### src/rtl/control_sequencer_pkg.sv
// Shared opcode map, FSM state encoding, instruction classes and strobe bundle for control_sequencer.
// Pure declarations; no timing or flow control of its own.
package ctrl_pkg;

    localparam logic [4:0] OP_LD   = 5'b00000;
    localparam logic [4:0] OP_ST   = 5'b00010;
    localparam logic [4:0] OP_ADD  = 5'b00011;
    localparam logic [4:0] OP_SUB  = 5'b00100;
    localparam logic [4:0] OP_AND  = 5'b00101;
    localparam logic [4:0] OP_OR   = 5'b00110;
    localparam logic [4:0] OP_SHR  = 5'b00111;
    localparam logic [4:0] OP_SHL  = 5'b01000;
    localparam logic [4:0] OP_ROR  = 5'b01001;
    localparam logic [4:0] OP_ROL  = 5'b01010;
    localparam logic [4:0] OP_ADDI = 5'b01011;
    localparam logic [4:0] OP_ANDI = 5'b01100;
    localparam logic [4:0] OP_ORI  = 5'b01101;
    localparam logic [4:0] OP_MUL  = 5'b01110;
    localparam logic [4:0] OP_DIV  = 5'b01111;
    localparam logic [4:0] OP_NEG  = 5'b10000;
    localparam logic [4:0] OP_NOT  = 5'b10001;
    localparam logic [4:0] OP_MFHI = 5'b10111;
    localparam logic [4:0] OP_MFLO = 5'b11000;
    localparam logic [4:0] OP_NOP  = 5'b11001;
    localparam logic [4:0] OP_HALT = 5'b11010;

    typedef enum logic [3:0] {
        S_RST, S_T0, S_T1, S_T2, S_T3, S_T4, S_T5, S_T6, S_T7, S_HALT, S_FAULT
    } state_t;

    typedef enum logic [3:0] {
        CL_ALU, CL_IMM, CL_UNARY, CL_MULDIV, CL_LD, CL_ST,
        CL_MFHI, CL_MFLO, CL_NOP, CL_HALT, CL_ILLEGAL
    } iclass_t;

    typedef struct packed {
        logic pc_out;  logic pc_in;   logic inc_pc;  logic ir_in;
        logic mar_in;  logic mdr_in;  logic mdr_out; logic rd;     logic wr;
        logic y_in;    logic zlo_in;  logic zhi_in;  logic zlo_out; logic zhi_out;
        logic hi_in;   logic lo_in;   logic hi_out;  logic lo_out;
        logic gra;     logic grb;     logic grc;     logic r_in;   logic r_out;
        logic ba_out;  logic c_out;
    } strobe_t;

    function automatic iclass_t decode_class(input logic [4:0] op);
        case (op)
            OP_ADD, OP_SUB, OP_AND, OP_OR,
            OP_SHR, OP_SHL, OP_ROR, OP_ROL: return CL_ALU;
            OP_ADDI, OP_ANDI, OP_ORI:       return CL_IMM;
            OP_NEG, OP_NOT:                 return CL_UNARY;
            OP_MUL, OP_DIV:                 return CL_MULDIV;
            OP_LD:                          return CL_LD;
            OP_ST:                          return CL_ST;
            OP_MFHI:                        return CL_MFHI;
            OP_MFLO:                        return CL_MFLO;
            OP_NOP:                         return CL_NOP;
            OP_HALT:                        return CL_HALT;
            default:                        return CL_ILLEGAL;
        endcase
    endfunction

    // States in which the sequencer holds for mem_ready.
    function automatic logic is_wait(input state_t s, input iclass_t k);
        return (s == S_T1) || (s == S_T6 && k == CL_LD) || (s == S_T7 && k == CL_ST);
    endfunction

endpackage

### src/rtl/control_sequencer_wait_timer.sv
// Per-access memory wait timer: expired flags the MAX_WAIT-th consecutive not-ready cycle (MAX_WAIT=0 never expires).
// Latency: expired is combinational from the count and busy; start clears the count for the next cycle.
// Backpressure: none; purely observes the wait.
module ctrl_wait_timer #(
    parameter int MAX_WAIT = 255
) (
    input  logic clk,
    input  logic clr,
    input  logic start,
    input  logic busy,
    output logic expired
);
    localparam int CW = (MAX_WAIT < 2) ? 1 : $clog2(MAX_WAIT);

    logic [CW-1:0] cnt_q;

    always_ff @(posedge clk or negedge clr) begin
        if (!clr) begin
            cnt_q <= '0;
        end else if (start) begin
            cnt_q <= '0;
        end else if (busy && cnt_q != '1) begin
            cnt_q <= cnt_q + CW'(1);
        end
    end

    assign expired = (MAX_WAIT != 0) && busy && (cnt_q == CW'(MAX_WAIT - 1));

endmodule

### src/rtl/control_sequencer.sv
// Hardwired Moore control sequencer for the single-bus datapath; CTRL_SINGLE_STEP_EN adds step_mode/step.
// Latency: strobes decode combinationally from the current state; fetch 3 cycles, execute 1-5 cycles.
// Backpressure: holds in T1 / LD-T6 / ST-T7 until mem_ready, faulting after MAX_WAIT not-ready cycles.
module control_sequencer
    import ctrl_pkg::*;
#(
    parameter int OPW      = 5,
    parameter int MAX_WAIT = 255
) (
    input  logic           clk,
    input  logic           clr,
    input  logic [31:0]    ir,
    input  logic           mem_ready,
`ifdef CTRL_SINGLE_STEP_EN
    input  logic           step_mode,
    input  logic           step,
`endif
    output logic           PCout,
    output logic           PCin,
    output logic           IncPC,
    output logic           IRin,
    output logic           MARin,
    output logic           MDRin,
    output logic           MDRout,
    output logic           Read,
    output logic           Write,
    output logic           Yin,
    output logic           Zlowin,
    output logic           Zhighin,
    output logic           Zlowout,
    output logic           Zhighout,
    output logic           HIin,
    output logic           LOin,
    output logic           HIout,
    output logic           LOout,
    output logic           Gra,
    output logic           Grb,
    output logic           Grc,
    output logic           Rin,
    output logic           Rout,
    output logic           BAout,
    output logic           Cout,
    output logic [OPW-1:0] alu_op,
    output logic           run,
    output logic           fault
);
    state_t         state_q, state_d;
    iclass_t        cls;
    strobe_t        c;
    logic [OPW-1:0] opcode, aop;
    logic           step_go, mem_busy, wait_start, timeout;
    logic           unused_ir;

    assign opcode    = ir[31 -: OPW];
    assign cls       = decode_class(ir[31:27]);
    assign unused_ir = ^ir[31-OPW:0];

`ifdef CTRL_SINGLE_STEP_EN
    assign step_go = ~step_mode | step;
`else
    assign step_go = 1'b1;
`endif

    assign mem_busy   = is_wait(state_q, cls) & ~mem_ready;
    assign wait_start = is_wait(state_d, cls) && (state_d != state_q);

    ctrl_wait_timer #(.MAX_WAIT(MAX_WAIT)) u_wait_timer (
        .clk     (clk),
        .clr     (clr),
        .start   (wait_start),
        .busy    (mem_busy),
        .expired (timeout)
    );

    always_ff @(posedge clk or negedge clr) begin
        if (!clr) begin
            state_q <= S_RST;
        end else begin
            state_q <= state_d;
        end
    end

    always_comb begin
        state_d = state_q;
        case (state_q)
            S_RST: state_d = S_T0;
            S_T0:  if (step_go) state_d = S_T1;
            S_T1:  if (mem_ready) state_d = S_T2; else if (timeout) state_d = S_FAULT;
            S_T2:  state_d = S_T3;
            S_T3: begin
                case (cls)
                    CL_MFHI, CL_MFLO, CL_NOP: state_d = S_T0;
                    CL_HALT:                  state_d = S_HALT;
                    CL_ILLEGAL:               state_d = S_FAULT;
                    default:                  state_d = S_T4;
                endcase
            end
            S_T4: begin
                case (cls)
                    CL_UNARY:                                state_d = S_T0;
                    CL_ALU, CL_IMM, CL_MULDIV, CL_LD, CL_ST: state_d = S_T5;
                    default:                                 state_d = S_FAULT;
                endcase
            end
            S_T5: begin
                case (cls)
                    CL_ALU, CL_IMM:             state_d = S_T0;
                    CL_MULDIV, CL_LD, CL_ST:    state_d = S_T6;
                    default:                    state_d = S_FAULT;
                endcase
            end
            S_T6: begin
                case (cls)
                    CL_MULDIV: state_d = S_T0;
                    CL_ST:     state_d = S_T7;
                    CL_LD:     if (mem_ready) state_d = S_T7; else if (timeout) state_d = S_FAULT;
                    default:   state_d = S_FAULT;
                endcase
            end
            S_T7: begin
                case (cls)
                    CL_LD:   state_d = S_T0;
                    CL_ST:   if (mem_ready) state_d = S_T0; else if (timeout) state_d = S_FAULT;
                    default: state_d = S_FAULT;
                endcase
            end
            default: state_d = state_q;
        endcase
    end

    // Strobe decode; LD/ST address generation forces ADD regardless of opcode.
    always_comb begin
        c   = '0;
        aop = '0;
        case (state_q)
            S_T0: if (step_go) begin
                c.pc_out = 1'b1; c.mar_in = 1'b1; c.inc_pc = 1'b1; c.zlo_in = 1'b1;
            end
            S_T1: begin c.zlo_out = 1'b1; c.pc_in = 1'b1; c.rd = 1'b1; c.mdr_in = 1'b1; end
            S_T2: begin c.mdr_out = 1'b1; c.ir_in = 1'b1; end
            S_T3: begin
                case (cls)
                    CL_ALU, CL_IMM: begin c.grb = 1'b1; c.r_out = 1'b1; c.y_in = 1'b1; end
                    CL_UNARY:  begin c.grb = 1'b1; c.r_out = 1'b1; c.zlo_in = 1'b1; aop = opcode; end
                    CL_MULDIV: begin c.gra = 1'b1; c.r_out = 1'b1; c.y_in = 1'b1; end
                    CL_LD, CL_ST: begin c.grb = 1'b1; c.ba_out = 1'b1; c.y_in = 1'b1; end
                    CL_MFHI:   begin c.hi_out = 1'b1; c.gra = 1'b1; c.r_in = 1'b1; end
                    CL_MFLO:   begin c.lo_out = 1'b1; c.gra = 1'b1; c.r_in = 1'b1; end
                    default: ;
                endcase
            end
            S_T4: begin
                case (cls)
                    CL_ALU:    begin c.grc = 1'b1; c.r_out = 1'b1; c.zlo_in = 1'b1; aop = opcode; end
                    CL_IMM:    begin c.c_out = 1'b1; c.zlo_in = 1'b1; aop = opcode; end
                    CL_UNARY:  begin c.zlo_out = 1'b1; c.gra = 1'b1; c.r_in = 1'b1; end
                    CL_MULDIV: begin
                        c.grb = 1'b1; c.r_out = 1'b1; c.zlo_in = 1'b1; c.zhi_in = 1'b1; aop = opcode;
                    end
                    CL_LD, CL_ST: begin c.c_out = 1'b1; c.zlo_in = 1'b1; aop = OPW'(OP_ADD); end
                    default: ;
                endcase
            end
            S_T5: begin
                case (cls)
                    CL_ALU, CL_IMM: begin c.zlo_out = 1'b1; c.gra = 1'b1; c.r_in = 1'b1; end
                    CL_MULDIV:      begin c.zlo_out = 1'b1; c.lo_in = 1'b1; end
                    CL_LD, CL_ST:   begin c.zlo_out = 1'b1; c.mar_in = 1'b1; end
                    default: ;
                endcase
            end
            S_T6: begin
                case (cls)
                    CL_MULDIV: begin c.zhi_out = 1'b1; c.hi_in = 1'b1; end
                    CL_LD:     begin c.rd = 1'b1; c.mdr_in = 1'b1; end
                    CL_ST:     begin c.gra = 1'b1; c.r_out = 1'b1; c.mdr_in = 1'b1; end
                    default: ;
                endcase
            end
            S_T7: begin
                case (cls)
                    CL_LD:   begin c.mdr_out = 1'b1; c.gra = 1'b1; c.r_in = 1'b1; end
                    CL_ST:   c.wr = 1'b1;
                    default: ;
                endcase
            end
            default: ;
        endcase
    end

    assign run    = !(state_q inside {S_RST, S_HALT, S_FAULT});
    assign fault  = (state_q == S_FAULT);
    assign alu_op = aop;

    assign PCout    = c.pc_out;
    assign PCin     = c.pc_in;
    assign IncPC    = c.inc_pc;
    assign IRin     = c.ir_in;
    assign MARin    = c.mar_in;
    assign MDRin    = c.mdr_in;
    assign MDRout   = c.mdr_out;
    assign Read     = c.rd;
    assign Write    = c.wr;
    assign Yin      = c.y_in;
    assign Zlowin   = c.zlo_in;
    assign Zhighin  = c.zhi_in;
    assign Zlowout  = c.zlo_out;
    assign Zhighout = c.zhi_out;
    assign HIin     = c.hi_in;
    assign LOin     = c.lo_in;
    assign HIout    = c.hi_out;
    assign LOout    = c.lo_out;
    assign Gra      = c.gra;
    assign Grb      = c.grb;
    assign Grc      = c.grc;
    assign Rin      = c.r_in;
    assign Rout     = c.r_out;
    assign BAout    = c.ba_out;
    assign Cout     = c.c_out;

endmodule

### config.mk
export PLATFORM = sky130hd
export DESIGN_NAME = control_sequencer
export DESIGN_NICKNAME = d
export VERILOG_FILES = /design/src/rtl/control_sequencer_pkg.sv /design/src/rtl/control_sequencer_wait_timer.sv /design/src/rtl/control_sequencer.sv
export SDC_FILE = /design/constraint.sdc
export NUM_CORES = 1
export LEC_CHECK = 0
export ABC_AREA = 1
export BUFFER_PORTS_ARGS = -buffer_cell sky130_fd_sc_hd__buf_2
export CORE_ASPECT_RATIO = 0.6
export CORE_UTILIZATION = 44
export DETAILED_ROUTE_END_ITERATION = 7
export PLACE_DENSITY = 0.78
export SYNTH_ARGS = -nofsm -noshare
export SYNTH_HDL_FRONTEND = slang
export SYNTH_SLANG_ARGS = --single-unit
### constraint.sdc
create_clock -name clk -period 2 [get_ports clk]
set_input_delay 0.4 -clock clk [delete_from_list [all_inputs] [get_ports clk]]
set_output_delay 0.4 -clock clk [all_outputs]
set_load 0.02 [all_outputs]
==> results_dict.tcl, run 1 <==
set metrics [dict create \
    status "stopped before the end" \
    stop_stage "global routing (5_1_grt)" \
    error "[ERROR DPL-0038] Utilization greater than 100%, impossible to legalize" \
    netlist_area_um2 1570 \
    dp_slack_ps -917 \
    ys_seq_elements 12 \
    cts-root-buf "clkbuf_8" \
    portBuffers 39 \
    yosys.area_share.simple 0.508 \
    place_congestion 0.969 \
    cts.sink_count 12 \
    die_w_um 79.2 \
    die_h_um 48.3 \
    grt_max_degree 13 \
    synth_compound_area_frac 0.101 \
    ioPinCount 67 \
    cts_buffers 3 \
    clock_path_buffers 2 \
    htree_levels 1 \
    synth_top_family_by_area "simple AND/OR/NAND/NOR gates" \
    muxShareOfSynthArea 0 \
    yosysWarnings 0 \
    ys_seq_area_frac 0.191 \
    synthXorXnorAreaFrac 0.0334 \
    synth_fa_ha_area_frac 0.0477 \
    avgSynthCellArea_um2 5.68 \
    syn_nets 318 \
    rows 16 \
    ys_types 29 \
    place_hpwl_um 4650 \
    holdBufCountCts 0 \
    crit_endpoint "u_wait_timer.cnt_q[6]$_DFFE_PN0P_/D" \
    endpoint_type "sequential cell input" \
    synth_cells 277 \
    start_util 0.473 \
]
cell families after synthesis:
kind of cell	Yosys count
XOR/XNOR	6
flip-flops	12
AND/OR/NAND/NOR	179
adder cells (fa/ha/maj)	6
AO/OA/AOI/OAI	26
buffers and inverters	48
cells in the mapped netlist:
| cell type | instances | share of area |
|---|---|---|
| xor2_1 | 4 | 0.022 |
| nor3_2 | 1 | 0.0064 |
| and3_1 | 1 | 0.0040 |
| o221ai_1 | 1 | 0.0056 |
| xnor2_1 | 2 | 0.011 |
| inv_2 | 3 | 0.0072 |
| nand2_1 | 77 | 0.18 |
| and2_4 | 1 | 0.0056 |
| nand4_1 | 1 | 0.0040 |
| or2_2 | 1 | 0.0040 |
| nor2_2 | 2 | 0.0080 |
| o31ai_1 | 2 | 0.0095 |
| ha_1 | 6 | 0.048 |
| nand2_2 | 7 | 0.028 |
| nand3_1 | 23 | 0.073 |
| inv_1 | 43 | 0.10 |
| nor2_4 | 3 | 0.021 |
| a21oi_1 | 9 | 0.029 |
| a211o_1 | 1 | 0.0056 |
| o21ai_1 | 1 | 0.0032 |
| o21ai_0 | 8 | 0.025 |
| buf_4 | 2 | 0.0095 |
| dfrtp_1 | 12 | 0.19 |
| o211ai_1 | 1 | 0.0048 |
| a2111o_1 | 1 | 0.0072 |
| nor3_1 | 7 | 0.022 |
| nor2_1 | 51 | 0.12 |
| a21oi_2 | 2 | 0.011 |
| nand3_2 | 4 | 0.025 |
timing repair:
item / in CTS
hold endpoints to repair: 0
endpoints found under the setup margin: 38
gates resized for setup: 120
pin swaps: 38
setup buffers: 13
through the flow:
stage	std cells	instance area (um2)	setup TNS [ps]
2_1_floorplan	277	1730	-3150
3_3_place_gp	430	2500	-18780
3_5_place_dp	430	2500	-21020
4_1_cts	446	3050	-12330
==> run 2: changes to the inputs <==
- CORE_ASPECT_RATIO: 0.6 -> default
- CORE_UTILIZATION: 44 -> 35
- PLACE_DENSITY: 0.78 -> default
- PLACE_DENSITY_LB_ADDON: default -> 0.15
- clock period: 2 -> 2.6 ns (I/O delays scaled with it)
==> results_dict.tcl, run 2 <==
set metrics [dict create \
    synth_cells 277 \
    cts_tree "done" \
    end_kind "output port" \
    grt_setup_unrepaired "yes" \
    regArea_um2 300 \
    crit_path_frequent_cell "nand2_2" \
    power_density_nw_per_um2 679 \
    wire_per_inst_um 12.2 \
    fill_cells 402 \
    drive_gt1_frac 0.507 \
    syn_to_final_growth_pct 71.9 \
    synth_area_leaders "dfrtp_1 (19%), nand2_1 (18%), nor2_1 (12%)" \
    yosys.area.top_type "dfrtp_1" \
    setup_tns_ps -27.0 \
    syn_nets 318 \
    async_reset_ff_frac 1.00 \
    synthTopCellsByCount "nand2_1 (77), nor2_1 (51), inv_1 (43), nand3_1 (23), dfrtp_1 (12)" \
    yosysWarnings 0 \
    finalHoldViolations 0 \
    overflow 0 \
    final_nets 415 \
    die_h_um 69.0 \
    fmax_mhz 381 \
    grt_antenna_before_repair 0 \
    period_needed_ps 2630 \
    ys_seq_elements 12 \
    finalSetupViolations 2 \
    synth_top_family_by_area "simple AND/OR/NAND/NOR gates" \
    reg.largest.list "u_wait_timer.cnt_q x8, state_q x4" \
    htree_levels 1 \
    multi_input_area_um2 1400 \
    cts.sink_count 12 \
    dr.pass1.iters 4 \
    drv_cap 0 \
    synth_compound_area_frac 0.101 \
    ant_nets 0 \
    track_usage 0.214 \
    ioPinCount 67 \
    drtIter0Drc 152 \
    cts-root-buf "clkbuf_8" \
    required_ps 2080 \
    routed_via_density 4.86 \
    synth_most_common_cell "nand2_1" \
    synth_edf_count 0 \
    synthXorXnorAreaFrac 0.0334 \
    clkTransAtPathRegs_ps 50 \
    muxShareOfSynthArea 0 \
    tightest_slew_ps 346 \
    cp_max_fo 4 \
    ir_worst_vdd_mv 0.269 \
    portBuffers 39 \
    dp_slack_ps -325 \
    path_cells "buf_12 > inv_6 > ha_4 > nand2_2 > nand2_2 > nand2_2 > nor2_4 > nor2_4 > nand2_2 > buf_4 > nor2_2 > a2111o_1 > buf_6" \
    place_congestion 0.851 \
    insertion_delay_ps 240 \
    leakage_nw 1.43 \
    start_util 0.364 \
    slew_headroom 0.768 \
    avgSynthCellArea_um2 5.68 \
    slowest_stage "a2111o_1" \
    die_area_um2 4770 \
    ys_types 29 \
    synth_fa_ha_area_frac 0.0477 \
    finalClockSkew_ps 2.29 \
    ys_seq_area_frac 0.191 \
    crit_arrival_ps 2110 \
    clock_path_buffers 2 \
    netlist_area_um2 1570 \
    timing_worst_setup_path_type "input pin to output port" \
    slowest_delay_ps 330 \
    hold_ws_ps 139 \
    place_hpwl_um 3790 \
    yosys.area_share.simple 0.508 \
    status "finished with violations" \
    cts_buffers 3 \
    holdBufCountCts 0 \
    final_common_cell "buf_4" \
    drc 0 \
    rows 24 \
    largest_reg_flops 8 \
    post-route-util 0.625 \
    violations "setup timing" \
    period_share 1.01 \
    final_cell_mix "buf_4 (55), nand2_1 (54), nor2_1 (38), inv_1 (32), buf_2 (29)" \
    synth_top_area_frac 0.191 \
    grt_pass1_vias 1944 \
    start_kind "input pin" \
    grt_pass1_wl_um 8390 \
    slew_violations 0 \
    synth_ff_type "dfrtp_1" \
    grt_max_degree 13 \
    die_w_um 69.0 \
    wl_um 5170 \
    diodes 0 \
    fin_ws_ps -25.2 \
    hp-class "input pin to asynchronous set/reset pin" \
    vias 2065 \
    top_register "u_wait_timer.cnt_q" \
    core_area_um2 4320 \
]
## run 2: layout make-up
class	count	share of cell area
inverters	46	0.0694
multi-input cells	217	0.517
flip-flops and latches	12	0.111
clock buffers	4	0.0204
repair buffers	94	0.258
well taps	52	0.0241
## run 2: per-layer routing
metal,up-vias,GRT usage,share of wire
li1,1061,-,-
met5,-,0,0
met3,6,0.0497,0.050
met2,49,0.365,0.50
met1,949,0.273,0.44
met4,0,0.0454,0.0097
## run 2: stage by stage
step	total power, mW	area (um2)	cells
floorplan	1.09	1590	277
global placement	1.43	2160	410
detailed placement	1.43	2160	410
CTS	1.72	2460	422
global route	1.99	2700	425
finish	1.84	2700	425
## run 2: power breakdown
group / switching [mW] / leakage [nW] / internal, mW
Combinational: 0.827 / 1.25 / 0.513
Clock: 0.0715 / 0.0288 / 0.134
Sequential: 0.0554 / 0.159 / 0.235
## run 2: timing repair
item                                    in CTS  in global routing
cloned                                       0                  0
resized for setup                           52                 65
pin swaps                                   11                 30
endpoints found under the setup margin      24                 31
setup buffers                                8                  4
## run 2: worst max-delay path, delay by kind of cell
family / cells / cell delay, ps
and+or+nand+nor: 7 / 600
buffers and inverters: 4 / 400
AOI/OAI and AO/OA: 1 / 330
adders and majority gates: 1 / 250
## run 2: cells by family after synthesis
kind of cell               after synthesis
buffers and inverters                   48
AOI/OAI and AO/OA                       26
adders and majority gates                6
and+or+nand+nor                        179
DFF                                     12
xor gates and xnor gates                 6
## run 2: final timing paths
kind,slack [ps],cells past startpoint,start,endpoint
max,-30,13,ir[27],Rout
min,140,1,clr,state_q[2]
max reg2reg,280,16,state_q[1],u_wait_timer.cnt_q[4]
min reg2reg,560,2,u_wait_timer.cnt_q[3],u_wait_timer.cnt_q[3]
max in group asynchronous,2250,1,clr,u_wait_timer.cnt_q[0]
min in group clk,560,2,u_wait_timer.cnt_q[3],u_wait_timer.cnt_q[3]
Note: power is estimated with default switching activity, not from simulation.
==> run 3: changes to the inputs <==
- clock period: 2.6 -> 3.1 ns (I/O delays scaled with it)
==> results_dict.tcl, run 3 (synthesis results as in run 2) <==
set metrics [dict create \
    p_total_mw 1.31 \
    worst-path-buf-inv 7 \
    track_usage 0.179 \
    htree_levels 1 \
    sequentialPowerShare 0.189 \
    fill_cells 502 \
    dp_slack_ps 68.4 \
    clkTransAtPathRegs_ps 50 \
    wire_per_inst_um 11.5 \
    fin_ws_ps 114 \
    final_cell_mix "nand2_1 (75), nor2_1 (50), inv_1 (42), buf_2 (37), nand3_1 (23)" \
    ir_worst_vdd_mv 0.319 \
    finalClockSkew_ps 0.641 \
    drive_gt1_frac 0.238 \
    cts_tree "done" \
    crit_path_frequent_cell "nand2_2" \
    required_ps 2480 \
    crit_arrival_ps 2370 \
    reg.largest.list "u_wait_timer.cnt_q x8, state_q x4" \
    core_area_um2 4320 \
    cts_setup_buffers 0 \
    p_int_mw 0.594 \
    die_h_um 69.0 \
    vias 1828 \
    fmax_mhz 335 \
    ioPinCount 67 \
    wl_um 4340 \
    start_kind "input pin" \
    leakage_nw 1.13 \
    period_needed_ps 2990 \
    top_register "u_wait_timer.cnt_q" \
    insertion_delay_ps 240 \
    slowest_stage "or2_2" \
    power_density_nw_per_um2 677 \
    overflow 0 \
    drtIter0Drc 127 \
    grt_setup_unrepaired "yes" \
    dr.pass1.iters 4 \
    place_hpwl_um 3580 \
    p_sw_frac 0.549 \
    grt_pass1_vias 1569 \
    switchingPower_mw 0.721 \
    rows 24 \
    cp_top_family "simple AND/OR/NAND/NOR gates" \
    slew_violations 0 \
    end_kind "output port" \
    syn_to_final_growth_pct 23.5 \
    pwr-share-clk 0.131 \
    drv_cap 0 \
    period_share 0.963 \
    hp-class "input pin to asynchronous set/reset pin" \
    diodes 0 \
    slowest_delay_ps 270 \
    multi_input_area_um2 1100 \
    die_w_um 69.0 \
    final_common_cell "nand2_1" \
    grt_antenna_before_repair 0 \
    cts.sink_count 12 \
    grt_max_degree 13 \
    final_nets 366 \
    largest_reg_flops 8 \
    die_area_um2 4770 \
    place_congestion 0.863 \
    p_comb_frac 0.680 \
    portBuffers 39 \
    finalSetupViolations 0 \
    path_cells "buf_2 > inv_2 > ha_1 > nand3_1 > nand2_2 > inv_1 > nand2_1 > nand2_2 > inv_1 > nand2_2 > inv_2 > nand2_2 > nand2_4 > inv_1 > o21ai_1 > or2_2 > buf_4" \
    tightest_slew_ps 367 \
    start_util 0.364 \
    setup_tns_ps 0 \
    drc 0 \
    timing_worst_setup_path_type "input pin to output port" \
    cp_max_fo 5 \
    cts_buffers 3 \
    cts-root-buf "clkbuf_8" \
    regArea_um2 300 \
    clock_path_buffers 2 \
    slew_headroom 0.755 \
    routed_via_density 4.86 \
    status "finished clean" \
    ant_nets 0 \
    grt_pass1_wl_um 7040 \
    finalHoldViolations 0 \
]
## run 3: power groups by stage
stage,clock network [mW],registers [mW],logic (mW)
final,0.172,0.248,0.895
after global routing,0.185,0.253,1.00
after CTS,0.177,0.247,0.888
after detailed placement,0,0.250,0.883
after global placement,0,0.250,0.881
after floorplan,0,0.234,0.682
## run 3: timing repair
action                                 CTS  global route
setup endpoints to repair                0             4
resized for setup                        0             8
hold buffers                             0             0
endpoints found under the hold margin    0             0
## run 3: metrics by stage
| stage | hold slack (ps) | instances | utilization | cell area (um2) |
|---|---|---|---|---|
| 6_report | 245 | 376 | 0.449 | 1940 |
| 5_1_grt | 262 | 376 | 0.449 | 1940 |
| 4_1_cts | 256 | 376 | 0.444 | 1920 |
| 3_5_place_dp | 515 | 372 | 0.431 | 1860 |
| 3_3_place_gp | 511 | 372 | 0.431 | 1860 |
| 2_1_floorplan | 324 | 277 | - | 1570 |
## run 3: area by class of cell
class,instances,share of cell area
Multi-Input combinational cell,217,0.569
Sequential cell,12,0.155
Timing Repair Buffer,45,0.126
Inverter,46,0.0889
Tap cell,52,0.0335
Clock buffer,4,0.0283
## run 3: path summary, 6_finish.rpt
path / from / end / slack, ps / cells after the start
min: clr / state_q[2] / 240 / 1
min in group clk: u_wait_timer.cnt_q[3] / u_wait_timer.cnt_q[3] / 560 / 2
max reg2reg: state_q[3] / u_wait_timer.cnt_q[2] / 690 / 14
max in group asynchronous: clr / u_wait_timer.cnt_q[0] / 2650 / 1
min reg2reg: u_wait_timer.cnt_q[3] / u_wait_timer.cnt_q[3] / 560 / 2
max: ir[27] / Zlowout / 110 / 17
## run 3: routing by layer
metal | part of all wire | wire length [um] | track usage
met5 | 0 | 0 | 0
met4 | 0.0023 | 10 | 0.0204
met3 | 0.036 | 156 | 0.0424
met2 | 0.45 | 1940 | 0.290
met1 | 0.51 | 2230 | 0.249
## run 3: worst register-to-register path: cells and delay by family (launching register included)
family,cells,cell delay (ps)
compound gates,1,270
buf+inv,2,430
flops,1,410
simple gates,11,1190
